$ cat src/rtl/cond_eval_unit.sv
// Condition-code evaluation unit: NCH channels decode 4-bit condition codes
// against {N,Z,C,V} flags, returning results through a one-deep valid/ready stage.
module cond_eval_unit #(
  parameter int unsigned NCH     = 2,
  parameter int unsigned FWD     = 1,
  parameter int unsigned NV_TRUE = 0,
  parameter int unsigned CNT_W   = 16
) (
  input  logic             clk,
  input  logic             reset,
  input  logic             flag_we,
  input  logic [3:0]       flag_in,
  input  logic             q_set,
  input  logic             q_clr,
  input  logic             req_valid,
  output logic             req_ready,
  input  logic [4*NCH-1:0] req_cc,
  output logic             rsp_valid,
  input  logic             rsp_ready,
  output logic [NCH-1:0]   rsp_cond,
  output logic [3:0]       flags_out,
  output logic             q_flag,
  output logic [CNT_W-1:0] eval_cnt
);

  localparam logic NV_RES  = (NV_TRUE != 0);
  localparam logic USE_FWD = (FWD != 0);

  logic [3:0]       flags_q, flags_d;
  logic             q_q, q_d;
  logic             rsp_valid_q, rsp_valid_d;
  logic [NCH-1:0]   rsp_cond_q, rsp_cond_d;
  logic [CNT_W-1:0] cnt_q, cnt_d;
  logic [3:0]       eff_flags;
  logic [NCH-1:0]   cond_c;
  logic             accept;

  // Flags are ordered {N,Z,C,V}.
  function automatic logic decode(input logic [3:0] cc, input logic [3:0] f);
    logic n, z, c, v, res;
    n = f[3];
    z = f[2];
    c = f[1];
    v = f[0];
    case (cc)
      4'h0:    res = z;
      4'h1:    res = !z;
      4'h2:    res = c;
      4'h3:    res = !c;
      4'h4:    res = n;
      4'h5:    res = !n;
      4'h6:    res = v;
      4'h7:    res = !v;
      4'h8:    res = c & !z;
      4'h9:    res = !c | z;
      4'hA:    res = (n == v);
      4'hB:    res = (n != v);
      4'hC:    res = !z & (n == v);
      4'hD:    res = z | (n != v);
      4'hE:    res = 1'b1;
      default: res = NV_RES;
    endcase
    return res;
  endfunction

  assign req_ready = !rsp_valid_q | rsp_ready;
  assign accept    = req_valid & req_ready & !reset;

  always_comb begin
    eff_flags = flags_q;
    cond_c    = '0;
    if (USE_FWD && flag_we) eff_flags = flag_in;
    for (int i = 0; i < NCH; i++) cond_c[i] = decode(req_cc[4*i +: 4], eff_flags);
  end

  always_comb begin
    flags_d     = flags_q;
    q_d         = q_q;
    rsp_valid_d = rsp_valid_q;
    rsp_cond_d  = rsp_cond_q;
    cnt_d       = cnt_q;
    if (flag_we) flags_d = flag_in;
    if (q_clr) q_d = 1'b0;
    if (q_set) q_d = 1'b1;
    // A fresh accept reloads the stage even while the old result drains.
    if (accept) begin
      rsp_valid_d = 1'b1;
      rsp_cond_d  = cond_c;
      cnt_d       = cnt_q + CNT_W'(1);
    end else if (rsp_ready) begin
      rsp_valid_d = 1'b0;
    end
  end

  always_ff @(posedge clk) begin
    if (reset) begin
      flags_q     <= '0;
      q_q         <= 1'b0;
      rsp_valid_q <= 1'b0;
      rsp_cond_q  <= '0;
      cnt_q       <= '0;
    end else begin
      flags_q     <= flags_d;
      q_q         <= q_d;
      rsp_valid_q <= rsp_valid_d;
      rsp_cond_q  <= rsp_cond_d;
      cnt_q       <= cnt_d;
    end
  end

  assign rsp_valid = rsp_valid_q;
  assign rsp_cond  = rsp_cond_q;
  assign flags_out = flags_q;
  assign q_flag    = q_q;
  assign eval_cnt  = cnt_q;

endmodule

$ cat config.mk
export PLATFORM = sky130hd
export DESIGN_NAME = cond_eval_unit
export DESIGN_NICKNAME = d
export VERILOG_FILES = /design/src/rtl/cond_eval_unit.sv
export SDC_FILE = /design/constraint.sdc
export NUM_CORES = 1
export LEC_CHECK = 0
export ABC_AREA = 0
export BUFFER_PORTS_ARGS = -buffer_cell sky130_fd_sc_hd__buf_2
export CAP_MARGIN = 20
export CORE_ASPECT_RATIO = 1.5
export CORE_MARGIN = 1.5
export CORE_UTILIZATION = 45
export CTS_CLUSTER_SIZE = 25
export DETAILED_ROUTE_END_ITERATION = 16
export GPL_ROUTABILITY_DRIVEN = 0
export PLACE_DENSITY_LB_ADDON = 0.12
export SYNTH_ARGS = -nofsm -noshare
export SYNTH_HDL_FRONTEND = slang
export SYNTH_SLANG_ARGS = --single-unit
$ cat constraint.sdc
create_clock -name clk -period 3.81 [get_ports clk]
set_input_delay 0.762 -clock clk [delete_from_list [all_inputs] [get_ports clk]]
set_output_delay 0.762 -clock clk [all_outputs]
set_load 0.02 [all_outputs]
## Word level (Yosys, flattened, before mapping)

Cells that the tools add are included.

- Register bits: 24
- Bits in latches: 0
- RAM bits: 0
- Memory bits (read-only): 0
- Bits of input ports: 19
- Output and inout bits: 25
- Word-level logic and storage cells: 60
- Memories: 0

- Add/subtract/negate cells: 1
- Multipliers: 0
- Div/mod/pow operators: 0
- Magnitude comparators: 0
- Eq/ne operators: 30
- Shifts and indexed selects: 0
- Multiplexer cells: 7
- Bitwise logic cells: 7
- Reduce and logical (&&, ||, !) cells: 10

Operators with widths:

| cell | number |
|---|---|
| $eq 4x4->1 const B | 14 |
| $eq 4x3->1 const B | 8 |
| $pmux 1 s15 | 2 |
| $add 16x1->16 const B | 1 |
| $eq 4x2->1 const B | 4 |
| $eq 4x1->1 const B | 2 |
| $logic_not 4->1 | 2 |
| $logic_not 1->1 | 6 |
| $and 1x1->1 | 4 |
| $mux 1 | 4 |
| $mux 4 | 1 |
| $reduce_bool 2->1 | 2 |
| $or 1x1->1 | 3 |
| $eq 1x1->1 | 1 |
| $ne 1x1->1 | 1 |

## Logic depth before layout (Yosys ltp)

- Word-level depth: 5
- Mapped depth: 7
- Gate-level depth less buffers: 5

## Least setup slack after synthesis

OpenSTA, ideal clock, no wires.

- Kind: input-to-reg
- From: in reset
- To: reg cnt_q[11], in the netlist eval_cnt[11]
- Setup time: 0.071 ns
- Data arrival time: 2.093 ns
- Required time: 3.739 ns
- Path slack: 1.647 ns
- Stages: 6
- Path buffers: 2
- Path through: buf_6 > nand4b_4 > or4b_1 > buf_2 > or3_1 > a21oi_1

- Word-level cells in the longest chain between the ends: 2

RTL lines:

| item | line | RTL |
|---|---|---|
| start, declared | 10 | `input logic reset,` |
| $logic_not 1->1 | 67 | `assign accept = req_valid & req_ready & !reset;` |
| $and 1x1->1 | 67 |  |
| end signal, assigned | 107 | `cnt_q <= cnt_d;` |
| end, declared | 33 | `logic [CNT_W-1:0] cnt_q, cnt_d;` |

Parallel ways exist; a longest one is shown, timed or not.
A chain may end at the register's enable or synchronous reset.

## Final worst setup path

- From: in reset
- To: reg cnt_q[13], in the netlist eval_cnt[13]

The elaborated chain is that of the path after synthesis.

==> flow_metrics.tcl <==
set metrics [dict create \
    status "finished clean" \
    arrival_ns 2.42 \
    clkSinkCount 24 \
    path_cells "buf_2 > nand4b_4 > or4b_1 > or3_1 > a21oi_1" \
    drt-total-wl_mm 3.02 \
    fin_nets 221 \
    drtAntennaViolNets 0 \
    track_usage 0.186 \
    critical-path-top-delay-family "simple AND/OR/NAND/NOR gates" \
    cts_tree "done" \
    max_stage_delay_ns 0.63 \
    die_x_um 48.8 \
    via_per_inst 5.40 \
    cts_root_buffer "clkbuf_8" \
    end_kind "flop" \
    regToRegSetupSlack_ns 1.98 \
    synth_seq_cells 24 \
    critPathLaunchType "primary input" \
    cp.required_ns 4.00 \
    r2r_start "eval_cnt[3]" \
    overflow 0 \
    path_depth 5 \
    worst_pin_slew_ns 0.449 \
    synth_most_common_cell "dfxtp_1" \
    synth_ff_type "dfxtp_1" \
    port_buffers 43 \
    grt_pass1_wl_mm 5.18 \
    dieArea_um2 3500 \
    r2r-end "eval_cnt[13]" \
    n_antenna_cell 0 \
    syn_area_um2 1420 \
    netlist_instances 162 \
    chipHeight_um 71.7 \
    power_leakage_nw 0.707 \
    yosys_warnings 0 \
    drt_iter0_drc 26 \
    synth_top_area_frac 0.339 \
    critPathBufInv 1 \
    netlist-cell-type-count 39 \
    clk_latency_ns 0.26 \
    final_layout_size_suffix_gt1_frac 0.276 \
    fillers 288 \
    vias 1285 \
    grt_pass1_vias 1261 \
    rsz0062_at_grt "no" \
    max_freq_ghz 0.447 \
    setup-tns-final_ns 0 \
    synth_top_cell_by_area "dfxtp_1" \
    postCtsSetupBuffers 0 \
    core_um2 2940 \
    ir_drop_mv 0.184 \
    cts.clk_slew.worst_paths_ns 0.08 \
    rows 24 \
    antenna_found_initial 0 \
    area_growth_pct 18.4 \
    cp_max_fo 26 \
    pwr_density_cell_nw_per_um2 304 \
    numCtsBuffers 3 \
    cp_slowest_cell "or4b_1" \
    ctsHoldBuffers 0 \
    start_util 0.482 \
    period_share 0.588 \
    reg2reg_depth 4 \
    grt_max_degree 27 \
    ios 44 \
    h-tree-depth 1 \
    avgSynthCellArea_um2 8.75 \
    instances_no_fill 238 \
    ys_seq_area_frac 0.339 \
    ys_top_cells_by_area "dfxtp_1 (34%), xnor2_1 (8.6%), nor2_1 (5.3%)" \
    netlist_top_cells_count "dfxtp_1 (24), nor2_1 (20), xnor2_1 (14), nand2_1 (12), a21oi_1 (8)" \
    cts-resized-gates 0 \
    min_path_cells 2 \
    dpl.hpwl_mm 2.38 \
    wl_per_cell_um 12.7 \
    period_needed_ns 2.24 \
    dr.pass1.iters 4 \
    slew_viol_final 0 \
    hold_start "q_flag" \
    crit_type "primary input to flop" \
    fin_util 0.571 \
    hold_class "flop to flop" \
    async_reset_ff_frac 0 \
    syn-num-nets 182 \
    place_inst 235 \
    synth_edf_count 0 \
    hold_violations 0 \
    setup_viol 0 \
    clock_skew_ns 0.00308 \
    holdPathEnd "q_flag" \
    drc 0 \
    clockBufferDepth 2 \
    maxSlewHeadroom 0.701 \
    max-cap-violations 0 \
]
power by group:
part | switching [mW] | internal (mW) | total, mW
Clock | 0.0727 | 0.0704 | 0.143
Combinational | 0.0556 | 0.0458 | 0.101
Sequential | 0.00690 | 0.259 | 0.266
Total | 0.135 | 0.375 | 0.510
per-layer routing:
metal  wire [um]  track usage  vias up
li1            -            -      646
met1        1170        0.187      608
met2        1720        0.379       29
met3         106       0.0208        2
met4          25       0.0698        0
met5           0            0        -
kinds of logic (layout without fill, tap and decap cells):
kind of cell             Yosys count  count (layout)  share of synthesized area
AND/OR/NAND/NOR                   69              69                      0.270
flip-flops                        24              24                      0.339
AO/OA/AOI/OAI                     23              23                      0.109
XOR/XNOR                          20              20                      0.124
buffers and inverters             14              51                     0.0441
multiplexers                      11              11                      0.105
adder cells (fa/ha/maj)            1               1                    0.00882
worst min-delay path: stages (launching register included):
cell and delay (ns):
dfxtp_1 0.33, a21oi_1 0.06, nor2_1 0.07
cell usage in the layout, fill, tap and decap left out:
cell type | Yosys | routed
buf_2 | 2 | 43
dfxtp_1 | 24 | 24
nor2_1 | 20 | 20
xnor2_1 | 14 | 14
nand2_1 | 12 | 12
a21oi_1 | 8 | 8
mux2i_1 | 7 | 7
xor2_1 | 6 | 6
nand3b_1 | 6 | 6
inv_1 | 5 | 5
nand3_1 | 4 | 4
nor2b_1 | 4 | 4
nor3_1 | 4 | 4
o21ai_0 | 4 | 4
or3_1 | 4 | 4
nand4_1 | 3 | 3
mux4_2 | 3 | 3
clkbuf_8 | 0 | 3
nand2b_1 | 2 | 2
a41oi_1 | 2 | 2
or3b_2 | 2 | 2
a311oi_1 | 2 | 2
nor4_1 | 2 | 2
and2_0 | 1 | 1
a221oi_1 | 1 | 1
o22a_1 | 1 | 1
mux2_2 | 1 | 1
a211o_1 | 1 | 1
o211ai_1 | 1 | 1
and4_1 | 1 | 1
nand4b_4 | 1 | 1
or4b_1 | 1 | 1
nor3_2 | 1 | 1
a22oi_1 | 1 | 1
o221a_2 | 1 | 1
nor3b_1 | 1 | 1
o21bai_1 | 1 | 1
ha_1 | 1 | 1
registers in the layout (all words and copies together) (netlist names):
| register | flops |
|---|---|
| q_flag | 1 |
| rsp_cond | 2 |
| rsp_valid | 1 |
| eval_cnt | 16 |
| flags_out | 4 |
how the worst max path moves through the flow:
stage	startpoint	slack (ns)	end
after CTS	reset	1.58	eval_cnt[13]
after global placement	reset	1.37	eval_cnt[9]
final	reset	1.57	eval_cnt[13]
after global routing	reset	1.52	eval_cnt[9]
after detailed placement	reset	1.30	eval_cnt[13]
after floorplan	reset	1.65	eval_cnt[11]
area by class of cell:
class	count	area, um2	share of cell area
well taps	39	48.8	0.0291
multi-input cells	124	875	0.521
clock buffers	3	41.3	0.0246
repair buffers	43	215	0.128
inverters	5	18.8	0.0112
flip-flops and latches	24	480	0.286
stage by stage:
stage               instance area (um2)  power (mW)  worst slack (ns)  hold slack (ns)
floorplan                          1420       0.344              1.65            0.561
global placement                   1640       0.371              1.37            0.465
detailed placement                 1640       0.374              1.30            0.482
CTS                                1680       0.518              1.58            0.502
global route                       1680       0.538              1.52            0.541
finish                             1680       0.510              1.57            0.495
Note: power is estimated with default switching activity, not from simulation.
